`src/rtl/light_phase_scheduler.sv`:
```
// light_phase_scheduler: traffic phase FSM timed by divider edges; in: en ped_req emergency div_in, out: freq div_rst led_g/y/r walk ped_ack state
module light_phase_scheduler #(
  parameter logic [3:0] BASE_FREQ = 4'd1,
  parameter logic [3:0] BLINK_FREQ = 4'd4,
  parameter int unsigned G_EDGES = 5,
  parameter int unsigned MIN_G_EDGES = 2,
  parameter int unsigned Y_EDGES = 4,
  parameter int unsigned R_EDGES = 3,
  parameter int unsigned W_EDGES = 2
) (
  input  logic       clk,
  input  logic       rst,
  input  logic       en,
  input  logic       ped_req,
  input  logic       emergency,
  input  logic       div_in,
  output logic [3:0] freq,
  output logic       div_rst,
  output logic       led_g,
  output logic       led_y,
  output logic       led_r,
  output logic       walk,
  output logic       ped_ack,
  output logic [2:0] state
);
  typedef enum logic [2:0] {IDLE = 3'd0, GREEN = 3'd1, YELLOW = 3'd2, RED = 3'd3, WALK = 3'd4, EMERG = 3'd5} state_t;
  logic [2:0] r_state;
  logic [7:0] r_cnt;
  logic [3:0] r_freq;
  logic       r_ped, r_div_q, r_div_rst, r_led_g, r_led_y, r_led_r, r_walk, r_ack;
  state_t     w_nxt;
  logic       w_edge, w_chg, w_divq, w_ped_set;
  logic [7:0] w_inc;
  always_comb begin
    w_edge = div_in & ~r_div_q & ~r_div_rst;
    w_inc = r_cnt + 8'd1;
    w_nxt = state_t'(r_state);
    if (!en || r_state > EMERG) w_nxt = IDLE;
    else if (emergency && r_state != IDLE) w_nxt = EMERG;
    else case (r_state)
      IDLE:   w_nxt = GREEN;
      GREEN:  w_nxt = (w_edge && (w_inc == 8'(G_EDGES) || (r_ped && w_inc >= 8'(MIN_G_EDGES)))) ? YELLOW : GREEN;
      YELLOW: w_nxt = (w_edge && w_inc == 8'(Y_EDGES)) ? (r_ped ? WALK : RED) : YELLOW;
      RED:    w_nxt = (w_edge && w_inc == 8'(R_EDGES)) ? GREEN : RED;
      WALK:   w_nxt = (w_edge && w_inc == 8'(W_EDGES)) ? GREEN : WALK;
      EMERG:  w_nxt = RED;
      default: w_nxt = IDLE;
    endcase
    w_chg = w_nxt != r_state;
    w_divq = w_chg ? 1'b0 : div_in;
    w_ped_set = ped_req && (r_state == GREEN || r_state == YELLOW || r_state == RED || r_state == EMERG);
  end
  always_ff @(posedge clk or posedge rst) begin
    if (rst) begin
      r_state <= IDLE;
      r_cnt <= '0;
      r_freq <= BASE_FREQ;
      r_ped <= 1'b0;
      r_div_q <= 1'b0;
      r_div_rst <= 1'b0;
      r_led_g <= 1'b0;
      r_led_y <= 1'b0;
      r_led_r <= 1'b0;
      r_walk <= 1'b0;
      r_ack <= 1'b0;
    end else begin
      r_state <= w_nxt;
      r_cnt <= w_chg ? 8'd0 : r_cnt + 8'(w_edge);
      r_freq <= w_chg ? ((w_nxt == YELLOW || w_nxt == EMERG) ? BLINK_FREQ : BASE_FREQ) : r_freq;
      r_ped <= (!en || (w_chg && w_nxt == WALK)) ? 1'b0 : (w_ped_set ? 1'b1 : r_ped);
      r_div_q <= w_divq;
      r_div_rst <= w_chg;
      r_led_g <= w_nxt == GREEN;
      r_led_y <= w_nxt == YELLOW && w_divq;
      r_led_r <= w_nxt == RED || w_nxt == WALK || (w_nxt == EMERG && w_divq);
      r_walk <= w_nxt == WALK;
      r_ack <= w_chg && w_nxt == WALK;
    end
  end
  assign state = r_state;
  assign freq = r_freq;
  assign div_rst = r_div_rst;
  assign led_g = r_led_g;
  assign led_y = r_led_y;
  assign led_r = r_led_r;
  assign walk = r_walk;
  assign ped_ack = r_ack;
endmodule

```
`config.mk`:
```
export PLATFORM = sky130hd
export DESIGN_NAME = light_phase_scheduler
export DESIGN_NICKNAME = d
export VERILOG_FILES = /design/src/rtl/light_phase_scheduler.sv
export SDC_FILE = /design/constraint.sdc
export NUM_CORES = 1
export LEC_CHECK = 0
export BUFFER_PORTS_ARGS = -buffer_cell sky130_fd_sc_hd__buf_2
export CORE_MARGIN = 3
export CORE_UTILIZATION = 30
export DETAILED_ROUTE_END_ITERATION = 10
export HOLD_SLACK_MARGIN = 0.15
export PLACE_DENSITY = 0.52
export RECOVER_POWER = 50
export SLEW_MARGIN = 30
export SYNTH_ARGS = -nofsm -noshare
export SYNTH_HDL_FRONTEND = slang
export SYNTH_SLANG_ARGS = --single-unit
```
`constraint.sdc`:
```
create_clock -name clk -period 4.05 [get_ports clk]
set_clock_uncertainty 0.2 [all_clocks]
set_input_delay 0.81 -clock clk [delete_from_list [all_inputs] [get_ports clk]]
set_output_delay 0.81 -clock clk [all_outputs]
set_load 0.03 [all_outputs]
```
==> run metrics, run 1 <==
outcome=finished, final reports clean; flops & latches, synth=21; upper clock frequency limit=277.0 MHz; Max Transition Viols Final=0; Final HPWL DP=1.937 mm; total congestion overflow after global routing=0; worst-skew pair later-pin latency=260 ps; Worst Path Required=4040 ps; routed via count divided by cell count=4.945; total of max-cap violations=0; relative slew slack=48.09%; detail-routed net length per standard cell=13.00 µm; share of cells above drive strength 1=16.00%; total power=482.5 µW; # DRC=0; number of synthesized flops with an enable pin=0; detailed-routing iteration count for the pre-antenna-repair pass=4; slew at the pin closest to its max-slew limit=777.8 ps; IR drop worst, VDD=0.1551 mV; Die Footprint=5269 µm²; startpoint type of the worst setup path=flip-flop; Critical Path Sink Type=flip-flop; Final period util=89.15%; RSZ-0062 raised after global routing=false; Final Wtd Congestion=0.8232; height of the die=72.59 µm; number of nets with antenna violations after routing=0; top cell family by delay on the critical path=compound AO/OA/AOI/OAI gates; number of buffers inserted by hold repair at cts=0; Clock Sink Count=21; # diodes=0; total number of vias=989; shortest period the worst path allows=3611 ps; largest driver fanout on the critical path=16; total power per unit cell area=331.3 nW/µm²; kind of critical path=reg -> reg; Top cell by count, worst path=sky130_fd_sc_hd__a31oi_1; hold violation total from the final report=0; number of H-tree levels=1; combined buffer and inverter count along the critical path=0; worst min-delay path category=reg -> reg; delay of the slowest cell on the worst path=500 ps; CTS resizes=0; clock-pin slew reported for the worst setup and hold paths after clock tree synthesis=80 ps; vias in the first global route=942; maximum number of pins on one net before global-route repair=22; Leak Pwr=0.6618 nW; synthesized netlist cell count=137; Total Nets Final=164; CTS tree=yes; critical-path cell with the highest stage delay=sky130_fd_sc_hd__a31o_1; placeable core region=4144 µm²; maximum buffer depth of the clock tree=2; Yosys cell types=44; first-pass GRT wire length=4.498 mm; I/O pin cnt=19; horizontal extent of the die=72.59 µm; antenna violations before repair=0; Post-synth ARST share=100.0%; number of design-rule violations left by the first detailed-router iteration=72; Final Setup Violations=0; accumulated negative setup slack=0 ps; standard-cell rows=23; routed wire length=2.600 mm; Post-CTS Repair Setup Buffers=0; warning count from the yosys run=0; post-synthesis area per instance=9.708 µm²; Clock Tree Root=sky130_fd_sc_hd__clkbuf_8; list of cells traversed by the critical path=ha_1 -> a311oi_1 -> a31oi_1 -> a211oi_4 -> a31oi_1 -> a211o_1 -> a221oi_4 -> or4_1 -> a31o_1 -> mux2_4; crit path DAT=3600 ps; initial core utilization=32.10%; Netlist Area Pre-Place=1330 µm²; CTS buffer count=3; dominant register cell in the synthesized netlist=sky130_fd_sc_hd__dfrtp_1; GRT Util Overall=10.57%; Layout area overhead=9.502%; post-synthesis sequential area ratio=39.60%; count of buffers inserted at the top-level ports=16
cells in the mapped netlist (all sizes together), types with 2 or more instances:
master / number / area share (%)
nor2: 14 / 4.0
xor2: 7 / 4.6
dfrtp: 20 / 38
inv: 10 / 2.8
o22ai: 2 / 1.4
a31oi: 4 / 1.9
clkbuf: 3 / 0.85
nor3: 5 / 2.3
nand2: 6 / 1.7
o21ai: 3 / 1.1
nand4: 3 / 1.4
buf: 5 / 3.7
ha: 7 / 6.6
and2: 5 / 2.4
a41oi: 2 / 1.3
a211o: 2 / 1.3
nand3: 6 / 2.3
a21oi: 3 / 1.4
and3: 5 / 2.7
xnor2: 6 / 4.0
through the flow:
stage / cell area, µm² / std cells / util (%) / hold slack (ps) / setup slack, ps
3_3_place_gp: 1416 / 196 / 34.18 / 314.0 / 481.7
5_1_grt: 1456 / 200 / 35.14 / 351.2 / 171.0
4_1_cts: 1463 / 200 / 35.30 / 332.8 / 414.0
6_report: 1456 / 200 / 35.14 / 322.8 / 439.3
3_5_place_dp: 1416 / 196 / 34.18 / 321.1 / 420.6
2_1_floorplan: 1334 / 138 / - / 345.6 / 905.5
per-layer routing:
metal | vias to the layer above | part of all wire [%] | GRT usage [%]
li1 | 495 | - | -
met2 | 26 | 47 | 16.63
met4 | 0 | 0 | 0.6148
met5 | - | 0 | 0
met1 | 468 | 48 | 14.77
met3 | 0 | 5.2 | 3.581
power by group:
part	leakage, nW	total, mW	switching, mW	internal, mW
registers	0.279	0.238	0.0137	0.225
logic	0.357	0.108	0.0726	0.0349
clock network	0.0255	0.136	0.0680	0.0685
total	0.662	0.483	0.154	0.328
worst register-to-register path, stage by stage (launching register included):
cell	delay (ps)
sky130_fd_sc_hd__dfrtp_1	490
sky130_fd_sc_hd__ha_1	290
sky130_fd_sc_hd__a311oi_1	270
sky130_fd_sc_hd__a31oi_1	100
sky130_fd_sc_hd__a211oi_4	350
sky130_fd_sc_hd__a31oi_1	130
sky130_fd_sc_hd__a211o_1	300
sky130_fd_sc_hd__a221oi_4	400
sky130_fd_sc_hd__or4_1	170
sky130_fd_sc_hd__a31o_1	500
sky130_fd_sc_hd__mux2_4	350
cells in the final DEF (no fill, tap or decap), drive strengths merged, types with 3 or more instances in the layout:
cell | synthesis | final
a21oi | 3 | 3
a31oi | 4 | 4
and2 | 5 | 5
and3 | 5 | 5
buf | 5 | 11
clkbuf | 3 | 8
dfrtp | 20 | 20
ha | 7 | 7
inv | 10 | 10
nand2 | 6 | 6
nand3 | 6 | 6
nand4 | 3 | 3
nor2 | 14 | 14
nor3 | 5 | 5
o21ai | 3 | 3
xnor2 | 6 | 6
xor2 | 7 | 7
flip-flops by register name, summed over array words and instances, names as in the netlist:
register	cells
div_rst	1
freq	2
ped_ack	1
r_ped	1
r_cnt	8
led_r	1
state	3
led_y	1
walk	1
led_g	1
r_div_q	1
final timing paths:
path	startpoint	slack, ps	end	cells past startpoint
max in group asynchronous	rst	2680	led_r	2
worst min register to register	freq[2]	320	freq[2]	2
worst max-delay path	r_cnt[1]	440	freq[0]	10
worst min-delay path	freq[2]	320	freq[2]	2
worst max register to register	r_cnt[1]	440	freq[0]	10
min in group asynchronous	rst	480	r_cnt[1]	2
layout make-up:
class / instances / area, µm²
inverters: 10 / 37.54
repair buffers: 16 / 73.82
multi-input cells: 99 / 709.4
clock inverters: 1 / 5.005
well taps: 50 / 62.56
clock buffers: 3 / 41.29
fillers: 438 / 2688
flip-flops and latches: 21 / 526.8
logic make-up (layout without fill, tap and decap cells):
kind of cell,count (synthesis),in the layout,share of synthesized area [%]
simple gates,51,51,20.13
compound gates,24,24,15.62
flops,21,21,39.61
buf+inv,18,30,7.337
xor+xnor,13,13,8.561
fa+ha+maj,7,7,6.585
mux,2,2,1.881
other cells,1,2,0.2819
Power figures use the tool's default switching activity.
==> inputs of run 2 (changes only) <==
CELL_PAD_IN_SITES_DETAIL_PLACEMENT = 1   (was default)
CELL_PAD_IN_SITES_GLOBAL_PLACEMENT = 1   (was default)
PLACE_DENSITY = 0.63   (was 0.52)
==> run 2 against run 1 <==
Net effect: largest power group unchanged; sequential share of layout area fell by 0.15 points; non-clock buffer count is 1 higher; routed wire length grew 18%; sequential power about the same; flip-flop and latch count stayed put.
==> run metrics, run 2 (synthesis gave the netlist of run 1 again) <==
crit path DAT=3710 ps (+110 ps); # placed instances=197 (+0.51%); routed via count divided by cell count=5.234 (+5.8%); startpoint type of the worst setup path=flip-flop; count of buffers inserted at the top-level ports=16 (unchanged); outcome=finished, final reports clean; number of H-tree levels=1 (unchanged); share of cells above drive strength 1=15.89% (-0.11 points); total congestion overflow after global routing=0 (unchanged); total of max-cap violations=0 (unchanged); total power per unit cell area=330.5 nW/µm² (-0.24%); Die Footprint=5269 µm² (unchanged); # DRC=0 (unchanged); Layout area overhead=9.972%; # diodes=0 (unchanged); Post-CTS Repair Setup Buffers=0 (unchanged); accumulated negative setup slack=0 ps (unchanged); hold violation total from the final report=0 (unchanged); delay of the slowest cell on the worst path=500 ps (about the same); GRT Util Overall=12.05% (+1.5 points); detail-routed net length per standard cell=15.22 µm (+17%); Final period util=91.90% (+2.7 points); kind of critical path=reg -> reg; top cell family by delay on the critical path=compound AO/OA/AOI/OAI gates; total power=483.4 µW (+0.19%); Top cell by count, worst path=sky130_fd_sc_hd__a31oi_1; r2r setup slk=330 ps (-110 ps); commonest non-fill, non-tap cells in the layout=sky130_fd_sc_hd__dfrtp_1 (20), sky130_fd_sc_hd__nor2_1 (14), sky130_fd_sc_hd__buf_2 (11); most flop-heavy register=r_cnt; relative slew slack=49.21% (+1.1 points); worst-skew pair later-pin latency=250 ps (about the same); vias in the first global route=1124 (+19%); clock-pin slew reported for the worst setup and hold paths after clock tree synthesis=70 ps (about the same); antenna violations before repair=0 (unchanged); Leak Pwr=0.6643 nW (+0.39%); I/O pin cnt=19 (unchanged); shortest period the worst path allows=3722 ps (+111.2 ps); placeable core region=4144 µm² (unchanged); number of design-rule violations left by the first detailed-router iteration=66 (-8.3%); number of buffers inserted by hold repair at cts=0 (unchanged); final hold slack=323.2 ps (+0.3210 ps); detailed-routing iteration count for the pre-antenna-repair pass=4 (unchanged); Critical Path Sink Type=flip-flop; Worst Path Required=4040 ps (about the same); Filler Cells Inserted=500 (+14%); maximum buffer depth of the clock tree=2 (unchanged); list of cells traversed by the critical path=ha_1 -> a311oi_1 -> a31oi_1 -> a211oi_4 -> a31oi_1 -> a211o_1 -> a31oi_1 -> xor2_1 -> a31o_1 -> mux2_4; Total Nets Final=165 (+0.61%); Final Setup Violations=0 (unchanged); slew at the pin closest to its max-slew limit=761.0 ps (-16.81 ps); upper clock frequency limit=268.7 MHz (-3.0%); combined buffer and inverter count along the critical path=0 (unchanged); IR drop worst, VDD=0.2263 mV (+46%); Final Wtd Congestion=0.8774 (+6.6%); standard-cell rows=23 (unchanged); critical-path cell with the highest stage delay=sky130_fd_sc_hd__a31o_1; placement-stage cell area=1424 µm² (+0.53%); height of the die=72.59 µm (unchanged); maximum number of pins on one net before global-route repair=22 (unchanged); worst min-delay path category=reg -> reg; largest driver fanout on the critical path=16 (unchanged); Clock Sink Count=21 (unchanged); Layout Cells excl Fill=201 (+0.50%); CTS tree=yes; horizontal extent of the die=72.59 µm (unchanged); Max Transition Viols Final=0 (unchanged); Clock Tree Root=sky130_fd_sc_hd__clkbuf_8; first-pass GRT wire length=5.064 mm (+13%); final cell area excluding filler cells=1463 µm² (+0.43%); routed wire length=3.059 mm (+18%); max reg flops=8 (unchanged); initial core utilization=32.10% (unchanged); total number of vias=1052 (+6.4%); RSZ-0062 raised after global routing=false; number of nets with antenna violations after routing=0 (unchanged); CTS buffer count=3 (unchanged); CTS resizes=0 (unchanged); most common cell after layout, fill and taps aside=sky130_fd_sc_hd__dfrtp_1; Final HPWL DP=2.363 mm (+22%)
[run 2: worst paths after layout]
kind | start | end | cells past startpoint
max | r_cnt[1] | freq[0] | 10
min | freq[2] | freq[2] | 2
max reg2reg | r_cnt[1] | freq[0] | 10
min reg2reg | freq[2] | freq[2] | 2
max in group asynchronous | rst | state[1] | 2
min in group asynchronous | rst | r_cnt[2] | 2
[run 2: worst register-to-register path, stage by stage (launching register included)]
cell                       delay, ps
sky130_fd_sc_hd__dfrtp_1         490
sky130_fd_sc_hd__ha_1            300
sky130_fd_sc_hd__a311oi_1        310
sky130_fd_sc_hd__a31oi_1         110
sky130_fd_sc_hd__a211oi_4        360
sky130_fd_sc_hd__a31oi_1         150
sky130_fd_sc_hd__a211o_1         290
sky130_fd_sc_hd__a31oi_1         400
sky130_fd_sc_hd__xor2_1          200
sky130_fd_sc_hd__a31o_1          500
sky130_fd_sc_hd__mux2_4          350
[run 2: power by group]
| part | switching (mW) | leakage [nW] | total (mW) | internal (mW) |
|---|---|---|---|---|
| combinational | 0.0767 | 0.362 | 0.113 | 0.0363 |
| sequential | 0.0143 | 0.279 | 0.239 | 0.225 |
| clock | 0.0613 | 0.0228 | 0.131 | 0.0699 |
| total | 0.152 | 0.664 | 0.483 | 0.331 |
[run 2: stage by stage]
step | utilization (%) | setup WS [ps]
final | 35.30 | 328.0
after detailed placement | 34.36 | 351.5
after global routing | 35.30 | 80.24
after CTS | 35.45 | 329.5
after floorplan | - | 905.5
after global placement | 34.36 | 560.1
[run 2: routing by layer]
| metal | track usage [%] | vias up | wire length, µm |
|---|---|---|---|
| met5 | 0 | - | 0 |
| met4 | 5.123 | 0 | 63 |
| met3 | 0.8264 | 8 | 56 |
| met2 | 19.34 | 19 | 1504 |
| met1 | 16.75 | 527 | 1435 |
| li1 | - | 498 | - |
[run 2: layout make-up]
type                            count  area (µm²)  share of cell area [%]
Clock buffer                        4       45.04                   3.080
Sequential cell                    21       526.8                   36.01
Timing Repair Buffer               17       81.33                   5.560
Inverter                           10       37.54                   2.566
Multi-Input combinational cell     99       709.4                   48.50
Tap cell                           50       62.56                   4.277
==> inputs of run 3 (changes only) <==
clock period = 3.85 ns   (was 4.05 ns; I/O delays follow)
==> run 3 against run 2 <==
Net effect: total power increased by 4.5%; sequential share of layout area about the same; worst setup slack improved by 58 ps; maximum frequency increased by 7.4%; global-route usage decreased by 0.60 points; critical path depth unchanged; critical path type unchanged; critical endpoint unchanged; largest cell class unchanged.
==> run metrics, run 3 (synthesis gave the netlist of run 1 again) <==
total power per unit cell area=345.0 nW/µm² (+4.4%); I/O pin cnt=19 (unchanged); routed wire length=2.814 mm (-8.0%); max reg flops=8 (unchanged); critical-path cell with the highest stage delay=sky130_fd_sc_hd__dfrtp_1; Final period util=89.98% (-1.9 points); number of design-rule violations left by the first detailed-router iteration=32 (-52%); share of power burned in the clock network=27.2% (about the same); standard-cell rows=23 (unchanged); Final Setup Violations=0 (unchanged); Die Footprint=5269 µm² (unchanged); Critical Path Sink Type=flip-flop; most common cell after layout, fill and taps aside=sky130_fd_sc_hd__dfrtp_1; Psw=158.2 µW (+3.9%); number of cells on the critical path=10 (unchanged); Layout area overhead=10.07% (about the same); slew at the pin closest to its max-slew limit=763.1 ps (+2.049 ps); detail-routed net length per standard cell=14.00 µm (-8.0%); proportion of power drawn by combinational gates=23.0% (-0.4 points); number of cells on the worst reg-to-reg path=10 (unchanged); combined buffer and inverter count along the critical path=0 (unchanged); # DRC=0 (unchanged); total of max-cap violations=0 (unchanged); Final Wtd Congestion=0.8797 (+0.26%); clock-pin slew reported for the worst setup and hold paths after clock tree synthesis=70 ps (about the same); total congestion overflow after global routing=0 (unchanged); CTS tree=yes; r2r setup slk=390 ps (+60 ps); hold violation total from the final report=0 (unchanged); delay of the slowest cell on the worst path=480 ps (-20 ps); RSZ-0062 raised after global routing=false; IR drop worst, VDD=0.2525 mV (+12%); routed via count divided by cell count=5.055 (-3.4%); number of H-tree levels=1 (unchanged); top cell family by delay on the critical path=compound AO/OA/AOI/OAI gates; # diodes=0 (unchanged); first-pass GRT wire length=4.892 mm (-3.4%); total number of vias=1016 (-3.4%); Layout Cells excl Fill=201 (unchanged); shortest period the worst path allows=3464 ps (-257.7 ps); crit path DAT=3450 ps (-260 ps); part of the total power dissipated in sequential elements=49.8% (+0.3 points); launch point of the worst hold path=freq[2]; Worst Path Required=3840 ps (-200 ps); list of cells traversed by the critical path=ha_1 -> a311oi_1 -> a31oi_1 -> a211oi_4 -> a41oi_1 -> a21oi_2 -> a221oi_4 -> or4_1 -> a31o_2 -> mux2_4; worst-skew pair later-pin latency=250 ps (about the same); antenna violations before repair=0 (unchanged); kind of critical path=reg -> reg; startpoint type of the worst setup path=flip-flop; Layout Utilization=35.33% (about the same); most flop-heavy register=r_cnt; maximum number of pins on one net before global-route repair=22 (unchanged); Leak Pwr=0.6675 nW (+0.47%); Clock Sink Count=21 (unchanged); initial core utilization=32.10% (unchanged); Reg-to-Reg End=freq[0]; source of the worst register-to-register timing path=r_cnt[1]; horizontal extent of the die=72.59 µm (unchanged); worst min-delay path category=reg -> reg; Min-Delay Path Depth=2 (unchanged); Clock Tree Root=sky130_fd_sc_hd__clkbuf_8; largest driver fanout on the critical path=16 (unchanged); accumulated negative setup slack=0 ps (unchanged); # placed instances=197 (unchanged); Max Transition Viols Final=0 (unchanged); internal cell power=346.8 µW (+4.7%); vias in the first global route=1054 (-6.2%); maximum buffer depth of the clock tree=2 (unchanged); Final HPWL DP=2.219 mm (-6.1%); number of nets with antenna violations after routing=0 (unchanged); count of buffers inserted at the top-level ports=16 (unchanged); CTS buffer count=3 (unchanged); detailed-routing iteration count for the pre-antenna-repair pass=4 (unchanged); relative slew slack=49.07% (-0.14 points); hold-critical path endpoint=freq[2]; outcome=finished, final reports clean; upper clock frequency limit=288.7 MHz (+7.4%); placeable core region=4144 µm² (unchanged); Post-CTS Repair Setup Buffers=0 (unchanged); Total Nets Final=165 (unchanged); fraction of power spent switching nets=31.33% (-0.16 points); height of the die=72.59 µm (unchanged); commonest non-fill, non-tap cells in the layout=sky130_fd_sc_hd__dfrtp_1 (20), sky130_fd_sc_hd__nor2_1 (14), sky130_fd_sc_hd__buf_2 (11); GRT Util Overall=11.45% (-0.60 points); share of cells above drive strength 1=17.22% (+1.3 points)
## run 3: cell types whose count changed in the layout (fill, tap and decap cells not counted)
cell                       before  now
sky130_fd_sc_hd__a31o_1         1    0
sky130_fd_sc_hd__a31o_2         0    1
sky130_fd_sc_hd__clkbuf_1       6    5
sky130_fd_sc_hd__clkinv_2       0    1
## run 3: how the worst max path moves through the flow
stage / start / endpoint
final: r_cnt[1] / freq[0]
after global routing: r_cnt[1] / freq[0]
after CTS: r_cnt[1] / freq[0]
after detailed placement: r_cnt[1] / freq[0]
after global placement: r_cnt[1] / freq[0]
after floorplan: r_cnt[1] / freq[0]
## run 3: worst reg2reg max path, cell delays in order (launching register included)
cell and delay, ps:
sky130_fd_sc_hd__dfrtp_1 480, sky130_fd_sc_hd__ha_1 290, sky130_fd_sc_hd__a311oi_1 290, sky130_fd_sc_hd__a31oi_1 110, sky130_fd_sc_hd__a211oi_4 350, sky130_fd_sc_hd__a41oi_1 210
sky130_fd_sc_hd__a21oi_2 210, sky130_fd_sc_hd__a221oi_4 120, sky130_fd_sc_hd__or4_1 480, sky130_fd_sc_hd__a31o_2 330, sky130_fd_sc_hd__mux2_4 330
## run 3: layout make-up
cell class	instances	area (µm²)
fillers	518	2680
multi-input cells	99	709.4
flip-flops and latches	21	526.8
repair buffers	17	81.33
well taps	50	62.56
clock buffers	3	41.29
inverters	10	37.54
clock inverters	1	5.005
## run 3: routing by layer
| metal | wire (µm) | global-route usage (%) | vias to the layer above |
|---|---|---|---|
| met2 | 1413 | 18.44 | 11 |
| met5 | 0 | 0 | - |
| met1 | 1327 | 15.97 | 506 |
| met3 | 50 | 0.8264 | 2 |
| met4 | 23 | 4.508 | 0 |
| li1 | - | - | 497 |
## run 3: timing repair
item,4_1_cts,5_1_grt
endpoints found under the setup margin,0,2
hold buffers,0,0
resized for setup,0,1
## run 3: power by group through the flow
stage	Combinational (mW)	Clock (mW)	Sequential [mW]
2_1_floorplan	0.0748	0	0.274
3_3_place_gp	0.117	0	0.254
3_5_place_dp	0.118	0	0.255
4_1_cts	0.119	0.144	0.251
5_1_grt	0.129	0.156	0.254
6_report	0.116	0.137	0.251
## run 3: metrics by stage
step / area [µm²] / hold WS (ps) / worst slack [ps] / total power, mW
finish: 1464 / 331.2 / 385.7 / 0.5050
floorplan: 1334 / 345.6 / 705.5 / 0.3486
global placement: 1424 / 316.2 / 366.7 / 0.3709
detailed placement: 1424 / 317.8 / 200.4 / 0.3732
CTS: 1470 / 334.2 / 194.8 / 0.5134
global route: 1464 / 374.9 / 102.2 / 0.5389
